$ cat src/rtl/instr_fetch_unit.sv
// Instruction fetch stage: owns the PC, fetches words from instruction memory
// over a req/ack handshake, holds each word in the instruction register for
// decode (valid/ready), and computes the next PC from the jump/branch controls.
//
//   state  | meaning
//   -------+-----------------------------------------------------------
//   IDLE   | one settling cycle after reset release
//   REQ    | imem_req high, waiting for imem_ack at address pc
//   HOLD   | instr valid, waiting for decode to take it (instr_ready)
//   HALT   | HALT consumed; fetch stopped until the next reset
module instr_fetch_unit #(
   parameter int                  PC_WIDTH = 32,
   parameter logic [PC_WIDTH-1:0] RESET_PC = '0
) (
   input  logic                clk,
   input  logic                rst_n,
   output logic                imem_req,
   output logic [PC_WIDTH-1:0] imem_addr,
   input  logic                imem_ack,
   input  logic [PC_WIDTH-1:0] imem_rdata,
   output logic [PC_WIDTH-1:0] instr,
   output logic [5:0]          opcode,
   output logic                instr_valid,
   input  logic                instr_ready,
   input  logic                branch,
   input  logic                zero,
   input  logic                jump,
   output logic [PC_WIDTH-1:0] pc,
   output logic [PC_WIDTH-1:0] pc_plus4,
   output logic                halted
);

   localparam logic [5:0] OP_HALT = 6'b111111;

   typedef enum logic [1:0] {
      S_IDLE = 2'd0,
      S_REQ  = 2'd1,
      S_HOLD = 2'd2,
      S_HALT = 2'd3
   } state_t;

   state_t              state;
   state_t              state_nxt;
   logic [PC_WIDTH-1:0] pc_nxt;
   logic [PC_WIDTH-1:0] instr_nxt;
   logic [PC_WIDTH-1:0] branch_off;
   logic [PC_WIDTH-1:0] branch_target;
   logic [PC_WIDTH-1:0] jump_target;
   logic [PC_WIDTH-1:0] pc_target;

   assign pc_plus4    = pc + PC_WIDTH'(4);
   assign opcode      = instr[31:26];
   assign imem_addr   = pc;
   assign imem_req    = (state == S_REQ);
   assign instr_valid = (state == S_HOLD);
   assign halted      = (state == S_HALT);

   // Word offset is sign-extended and scaled to bytes; all sums wrap naturally.
   assign branch_off    = {{(PC_WIDTH-18){instr[15]}}, instr[15:0], 2'b00};
   assign branch_target = pc_plus4 + branch_off;
   assign jump_target   = {pc_plus4[PC_WIDTH-1:28], instr[25:0], 2'b00};

   // Next-PC select: jump beats a taken branch, which beats sequential.
   always_comb begin
      pc_target = pc_plus4;
      if (jump) begin
         pc_target = jump_target;
      end else if (branch && zero) begin
         pc_target = branch_target;
      end
   end

   // Next-state and datapath-next logic; controls only matter in HOLD with ready.
   always_comb begin
      state_nxt = state;
      pc_nxt    = pc;
      instr_nxt = instr;
      case (state)
         S_IDLE: begin
            state_nxt = S_REQ;
         end
         S_REQ: begin
            if (imem_ack) begin
               instr_nxt = imem_rdata;
               state_nxt = S_HOLD;
            end
         end
         S_HOLD: begin
            if (instr_ready) begin
               pc_nxt    = pc_target;
               state_nxt = (opcode == OP_HALT) ? S_HALT : S_REQ;
            end
         end
         S_HALT: begin
            state_nxt = S_HALT;
         end
         default: begin
            state_nxt = S_IDLE;
         end
      endcase
   end

   // State register; reset drops any in-flight fetch immediately.
   always_ff @(posedge clk or negedge rst_n) begin
      if (!rst_n) begin
         state <= S_IDLE;
      end else begin
         state <= state_nxt;
      end
   end

   // PC and instruction register.
   always_ff @(posedge clk or negedge rst_n) begin
      if (!rst_n) begin
         pc    <= RESET_PC;
         instr <= '0;
      end else begin
         pc    <= pc_nxt;
         instr <= instr_nxt;
      end
   end

endmodule
$ cat config.mk
export PLATFORM = sky130hd
export DESIGN_NAME = instr_fetch_unit
export DESIGN_NICKNAME = d
export VERILOG_FILES = /design/src/rtl/instr_fetch_unit.sv
export SDC_FILE = /design/constraint.sdc
export NUM_CORES = 1
export LEC_CHECK = 0
export BUFFER_PORTS_ARGS = -buffer_cell sky130_fd_sc_hd__clkbuf_2
export CAP_MARGIN = 5
export CORE_UTILIZATION = 47
export CTS_BUF_LIST = sky130_fd_sc_hd__clkbuf_4 sky130_fd_sc_hd__clkbuf_8 sky130_fd_sc_hd__clkbuf_16
export DETAILED_ROUTE_END_ITERATION = 12
export GPL_TIMING_DRIVEN = 1
export PLACE_DENSITY_LB_ADDON = 0.1
export SKIP_CTS_REPAIR_TIMING = 1
export SLEW_MARGIN = 10
export SYNTH_ARGS = -nofsm -noshare
export SYNTH_HDL_FRONTEND = slang
export SYNTH_SLANG_ARGS = --single-unit
$ cat constraint.sdc
create_clock -name clk -period 3.71 [get_ports clk]
set_clock_uncertainty 0.15 [all_clocks]
set_input_delay 0.371 -clock clk [delete_from_list [all_inputs] [get_ports clk]]
set_output_delay 0.371 -clock clk [all_outputs]
set_load 0.005 [all_outputs]
==> results.txt, run 1 <==
Root Buffer -> clkbuf_16
Final ANT Viol Nets -> 0
CTS Buffer Depth -> 2
IR drop worst, VDD -> 522 uV
Most common cell after layout, fill and taps aside -> clkbuf_2
DRT Wirelength -> 16.9 mm
DP HPWL -> 12.8 mm
Fmax -> 0.254 GHz
Total core area -> 11,000 sq um
Leakage power -> 3.80 nW
WS Path Type -> flop to flop
Distinct cell type count after synthesis -> 67
Crit-path slowest cell -> or4b_4
Number of synthesized register bits -> 64
Vias -> 5,507
Drt pass-1 iters -> 4
Synth Cell Area -> 5400 sq um
Clock transition at path regs -> 60 ps
CP startpoint -> imem_addr[3]$_DFFE_PN0P_
Status -> complete, but fails checks
Least-Margin Pin Slew -> 895 ps
Clock Sinks -> 64
Tot GR Track Use -> 28.4%
Final hold violations -> 34
Slowest Stage Delay on Critical Path -> 600 ps
Worst setup margin -> -224 ps
Worst r2r src -> imem_addr[3]$_DFFE_PN0P_
Net count of the finished layout -> 930
Fill count -> 884
Most used cell, CP -> xnor2_2
Htree depth -> 3
Startpoint types -> flop
DRC violations left -> 0
Wire length per cell -> 16.9 microns
Setup TNS -> -635 ps
Dpl ws -> -300 ps
Clock buffer count from CTS -> 9
Post-synth EDFFs -> 0
Crit-path max FO -> 3
Largest net degree at the start of global routing -> 45
1st-iter DRT viols -> 337
# IOs -> 176
WP buf/inv -> 0
Clk_lat worst skew -> 340 ps
Crit path arrival time -> 4030 ps
First-pass GRT wire length -> 25.8 mm
Avg Cell Area, Syn -> 8.74 sq um
Power density cells -> 1070 nW/um^2
Initial Util -> 49.0%
RSZ-0062 raised after global routing -> true
Failing checks -> hold timing, setup timing
Vias in the first global route -> 5,165
Worst path cell trace -> ha_4 -> nand2_4 -> or4b_4 -> nor2_4 -> and4_4 -> nand4_1 -> xnor2_2 -> ha_2 -> or3_1 -> o221ai_2 -> o21ai_2 -> o41ai_4 -> xnor2_2 -> and3_1 -> o31ai_2
CP top delay family -> simple AND/OR/NAND/NOR gates
Top FF cell, synth -> dfrtp_1
Die area -> 11,900 sq um
Final setup fails -> 7
Final Cycle Share -> 106%
Critical Path RT -> 3800 ps
Port bufs -> 169
Ys async rst share -> 100%
Chip width -> 109 microns
Tmin final -> 3930 ps
Yosys warns -> 0
Routability cong. -> 0.976
Max-cap viol count -> 0
Syn Inst Count -> 618
GRT overflow -> 0
Die Span Y -> 109 microns
Hold WS -> -23.3 ps
Row Count -> 38
TritonCTS clock tree -> done
Diodes inserted -> 0
Area grow syn2layout -> 39.1%
Sequential share of the synthesized area -> 29.6%
Antenna violations before repair -> 0
Worst Setup End Kind -> flop
Rel. slew slack -> 40.4%
Fraction of layout cells with a size suffix above 1 -> 45.5%
HP Class -> primary input to asynchronous set/reset pin
Post-DR vias/cell -> 5.51
Commonest cells after routing, fill and taps aside -> clkbuf_2, buf_4, nand2_1, dfrtp_1, a21oi_1
Max-slew violations -> 0
[cells by family after synthesis]
| logic type | count (synthesis) | share of synthesized area (%) |
|---|---|---|
| xor+xnor | 51 | 8.54 |
| flops | 64 | 29.6 |
| simple gates | 185 | 17.1 |
| compound gates | 168 | 19.9 |
| buf+inv | 77 | 8.87 |
| mux | 35 | 7.22 |
| other cells | 1 | 0.0694 |
| fa+ha+maj | 37 | 8.71 |
[cell usage after synthesis (7+ instances only)]
master,count,area share [%]
a211oi_1,7,0.97
a21o_1,11,1.5
a21oi_1,45,4.2
and3_1,10,1.2
buf_4,43,6.0
clkbuf_1,15,1.0
dfrtp_1,64,30
ha_1,36,8.3
inv_1,13,0.90
mux2_2,32,6.7
nand2_1,71,4.9
nand3_1,18,1.7
nand4_1,11,1.3
nor2_1,35,2.4
o211ai_1,7,0.97
o21ai_0,51,4.7
o21bai_1,9,1.3
xnor2_1,32,5.2
xor2_1,17,2.8
[state kept, by name, indices dropped and copies added (netlist names)]
name,cells
imem_addr,30
state,2
instr,32
[per-layer routing]
metal / track usage (%) / vias to the layer above / part of all wire [%]
li1: - / 2656 / -
met1: 38.5 / 2618 / 44
met2: 46.3 / 208 / 48
met3: 5.38 / 25 / 6.6
met4: 7.71 / 0 / 1.8
met5: 0 / - / 0
[path summary, 6_finish.rpt]
check | endpoint | depth (start not counted) | slack (ps)
max | imem_addr[31]$_DFFE_PN0P_ | 15 | -220
min | instr[7]$_DFFE_PN0P_ | 1 | -20
max reg2reg | imem_addr[31]$_DFFE_PN0P_ | 15 | -220
min reg2reg | instr[21]$_DFFE_PN0P_ | 1 | 400
max in group asynchronous | instr[22]$_DFFE_PN0P_ | 2 | 2530
min in group clk | instr[2]$_DFFE_PN0P_ | 2 | 110
[where the power goes]
| part | switching, mW | total (mW) | internal, mW | leakage (nW) |
|---|---|---|---|---|
| Sequential | 0.413 | 1.44 | 1.03 | 0.779 |
| Combinational | 2.81 | 5.63 | 2.82 | 2.87 |
| Clock | 0.336 | 0.944 | 0.608 | 0.151 |
| Total | 3.56 | 8.01 | 4.46 | 3.80 |
[layout make-up]
cell class                      instances  area [sq um]  area share, %
Clock buffer                           10           239           3.18
Clock inverter                          6          91.3           1.22
Inverter                               13          48.8          0.649
Multi-Input combinational cell        482          3630           48.3
Sequential cell                        64          1600           21.3
Tap cell                              140           175           2.33
Timing Repair Buffer                  284          1730           23.0
[metrics by stage]
stage	util [%]	hold slack [ps]	total power [mW]	instance area, sq um	cells
finish	68.1	-23.3	8.01	7520	999
detailed placement	61.5	352	6.42	6780	969
floorplan	-	-74.6	4.51	5440	623
CTS	64.5	-7.75	7.40	7110	985
global placement	61.5	356	6.31	6780	969
global route	68.1	46.8	8.61	7520	999
(Power assumes the default switching activity.)
==> inputs of run 2 (changes only) <==
--- a/config.mk
+++ b/config.mk
@@ -7,8 +7,7 @@
 export LEC_CHECK = 0
 export BUFFER_PORTS_ARGS = -buffer_cell sky130_fd_sc_hd__clkbuf_2
 export CAP_MARGIN = 5
-export CORE_UTILIZATION = 47
-export CTS_BUF_LIST = sky130_fd_sc_hd__clkbuf_4 sky130_fd_sc_hd__clkbuf_8 sky130_fd_sc_hd__clkbuf_16
+export CORE_UTILIZATION = 49
 export DETAILED_ROUTE_END_ITERATION = 12
 export GPL_TIMING_DRIVEN = 1
 export PLACE_DENSITY_LB_ADDON = 0.1
==> constraint.sdc (replaced) <==
create_clock -name clk -period 3.64 [get_ports clk]
set_clock_uncertainty 0.15 [all_clocks]
set_input_delay 0.364 -clock clk [delete_from_list [all_inputs] [get_ports clk]]
set_output_delay 0.364 -clock clk [all_outputs]
set_load 0.005 [all_outputs]
==> run 2 against run 1 <==
Compared with the run above: the run ends with setup timing left; clock power decreased by 33%; register-to-register slack lost 30 ps; critical path type unchanged; final cell count rose by 0.30%; core utilization up 3.4 points; largest power group unchanged; critical path depth up 1; sequential share of layout area hardly changed; via count rose by 2.4%; highest routed layer unchanged; routed wire length increased by 3.2%; combinational power rose by 6.4%.
==> results.txt, run 2 (same netlist as run 1, synthesis figures left out) <==
DRC violations left -> 0 (unchanged)
Vias in the first global route -> 5,326 (was 5,165)
Crit-path slowest cell -> or4b_4 (unchanged)
Worst r2r src -> imem_addr[3]$_DFFE_PN0P_ (unchanged)
Status -> complete, but fails checks (unchanged)
Clk_lat worst skew -> 370 ps (was 340 ps)
WP buf/inv -> 0 (unchanged)
FF+latch area -> 1600 sq um (unchanged)
1st-iter DRT viols -> 315 (was 337)
Biggest register -> instr (unchanged)
IR drop worst, VDD -> 529 uV (was 522 uV)
Final hold violations -> 0 (was 34)
Final Cycle Share -> 107% (was 106%)
Row Count -> 37 (was 38)
Fill count -> 833 (was 884)
Clock transition at path regs -> 80 ps (was 60 ps)
WHS Path Cells -> 2
Failing checks -> setup timing (was hold timing, setup timing)
Power density cells -> 1080 nW/um^2 (was 1070 nW/um^2)
Clock Sinks -> 64 (unchanged)
Final ANT Viol Nets -> 0 (unchanged)
Slowest Stage Delay on Critical Path -> 590 ps (was 600 ps)
Port bufs -> 169 (unchanged)
Worst setup margin -> -249 ps (was -224 ps)
R2r setup slk -> -250 ps (was -220 ps)
Die area -> 11,500 sq um (was 11,900 sq um)
Hold WS -> 65.0 ps (was -23.3 ps)
Net count of the finished layout -> 938 (was 930)
# placed instances -> 976 (was 969)
Worst path cell trace -> ha_4 -> nand2_4 -> or4b_4 -> nor2_4 -> nand3_2 -> xnor2_2 -> ha_4 -> a21o_1 -> a21o_1 -> a221oi_2 -> o31a_4 -> nor4bb_4 -> o41ai_4 -> xnor2_2 -> and3_1 -> o31ai_2 (was ha_4 -> nand2_4 -> or4b_4 -> nor2_4 -> and4_4 -> nand4_1 -> xnor2_2 -> ha_2 -> or3_1 -> o221ai_2 -> o21ai_2 -> o41ai_4 -> xnor2_2 -> and3_1 -> o31ai_2)
Post-DR vias/cell -> 5.63 (was 5.51)
Diodes inserted -> 0 (unchanged)
CTS Buffer Depth -> 2 (unchanged)
Most common cell after layout, fill and taps aside -> clkbuf_2 (unchanged)
Hold Path End -> instr[0]$_DFFE_PN0P_
Non-Filler Instances -> 1,002 (was 999)
Area grow syn2layout -> 39.1% (about the same)
Drt pass-1 iters -> 4 (unchanged)
Fraction of layout cells with a size suffix above 1 -> 46.8% (was 45.5%)
Reg-to-Reg End -> imem_addr[31]$_DFFE_PN0P_ (unchanged)
Root Buffer -> clkbuf_8 (was clkbuf_16)
Clock buffer count from CTS -> 9 (unchanged)
Wire length per cell -> 17.4 microns (was 16.9 microns)
WS Path Type -> flop to flop (unchanged)
Final setup fails -> 6 (was 7)
Max-slew violations -> 0 (unchanged)
Area of the multi-input gates -> 3710 sq um (was 3630 sq um)
CP top delay family -> compound AO/OA/AOI/OAI gates (was simple AND/OR/NAND/NOR gates)
Rel. slew slack -> 36.6% (was 40.4%)
Initial Util -> 51.4% (was 49.0%)
Tot GR Track Use -> 30.1% (was 28.4%)
Htree depth -> 3 (unchanged)
DRT Wirelength -> 17.4 mm (was 16.9 mm)
GRT overflow -> 0 (unchanged)
Post-layout instance area -> 7520 sq um (about the same)
Largest net degree at the start of global routing -> 30 (was 45)
Crit-path max FO -> 4 (was 3)
Tmin final -> 3890 ps (was 3930 ps)
RSZ-0062 raised after global routing -> true (unchanged)
Max-cap viol count -> 0 (unchanged)
DP HPWL -> 13.2 mm (was 12.8 mm)
Antenna violations before repair -> 0 (unchanged)
Leakage power -> 3.79 nW (was 3.80 nW)
Least-Margin Pin Slew -> 951 ps (was 895 ps)
Vias -> 5,638 (was 5,507)
HP Start -> imem_rdata[0]
Total core area -> 10,500 sq um (was 11,000 sq um)
Worst Setup End Kind -> flop (unchanged)
Critical Path RT -> 3780 ps (was 3800 ps)
Routability cong. -> 0.955 (was 0.976)
Chip width -> 107 microns (was 109 microns)
Crit path arrival time -> 4030 ps (about the same)
# IOs -> 176 (unchanged)
Startpoint types -> flop (unchanged)
TritonCTS clock tree -> done (unchanged)
Commonest cells after routing, fill and taps aside -> clkbuf_2, buf_4, nand2_1, dfrtp_1, o21ai_0 (was clkbuf_2, buf_4, nand2_1, dfrtp_1, a21oi_1)
First-pass GRT wire length -> 26.5 mm (was 25.8 mm)
HP Class -> primary input to flop (was primary input to asynchronous set/reset pin)
Max reg flops -> 32 (unchanged)
Reg2reg path depth -> 16 (was 15)
Fmax -> 0.257 GHz (was 0.254 GHz)
Die Span Y -> 107 microns (was 109 microns)
Placement-stage cell area -> 6870 sq um (was 6780 sq um)
==> run 2: worst max-delay path by stage <==
stage / slack, ps / startpoint / end / cells after the start
2_1_floorplan: -310 / imem_addr[2]$_DFFE_PN0P_ / imem_addr[31]$_DFFE_PN0P_ / 17
5_1_grt: -400 / imem_addr[3]$_DFFE_PN0P_ / imem_addr[31]$_DFFE_PN0P_ / 15
3_5_place_dp: -340 / imem_addr[2]$_DFFE_PN0P_ / imem_addr[31]$_DFFE_PN0P_ / 15
4_1_cts: -360 / imem_addr[2]$_DFFE_PN0P_ / imem_addr[31]$_DFFE_PN0P_ / 15
6_report: -250 / imem_addr[3]$_DFFE_PN0P_ / imem_addr[31]$_DFFE_PN0P_ / 16
3_3_place_gp: -260 / imem_addr[2]$_DFFE_PN0P_ / imem_addr[31]$_DFFE_PN0P_ / 15
==> run 2: power breakdown <==
part | total (mW) | internal [mW] | switching, mW
registers | 1.47 | 1.05 | 0.420
logic | 5.99 | 3.00 | 2.99
clock network | 0.635 | 0.331 | 0.304
==> run 2: worst register-to-register path, cell delays in order, from the launching register on <==
cell      delay (ps)
dfrtp_1          400
ha_4             180
nand2_4           50
or4b_4           590
nor2_4           140
nand3_2          100
xnor2_2          250
ha_4             250
a21o_1           190
a21o_1           180
a221oi_2         260
o31a_4           240
nor4bb_4          70
o41ai_4          270
xnor2_2          130
and3_1           200
o31ai_2          160
==> run 2: final cells by class <==
cell class              instances  share of cell area [%]
clock inverters                 5                   0.766
inverters                      13                   0.649
clock buffers                  10                    1.83
well taps                     136                    2.26
repair buffers                292                    23.8
flip-flops and latches         64                    21.3
multi-input cells             482                    49.4
==> run 2: layer usage <==
layer	GRT usage [%]	share of wire, %	vias to the layer above
met4	9.78	1.7	0
met3	4.32	6.6	24
met2	50.6	48	235
li1	-	-	2675
met1	39.8	43	2704
met5	0	0	-
==> run 2: through the flow <==
stage | utilization [%] | TNS [ps] | total power [mW] | setup slack [ps]
after floorplan | - | -527 | 4.59 | -313
after global placement | 65.4 | -599 | 6.56 | -265
after detailed placement | 65.4 | -1250 | 6.68 | -344
after CTS | 67.3 | -1560 | 7.35 | -362
after global routing | 71.5 | -2360 | 8.67 | -399
final | 71.5 | -985 | 8.09 | -249
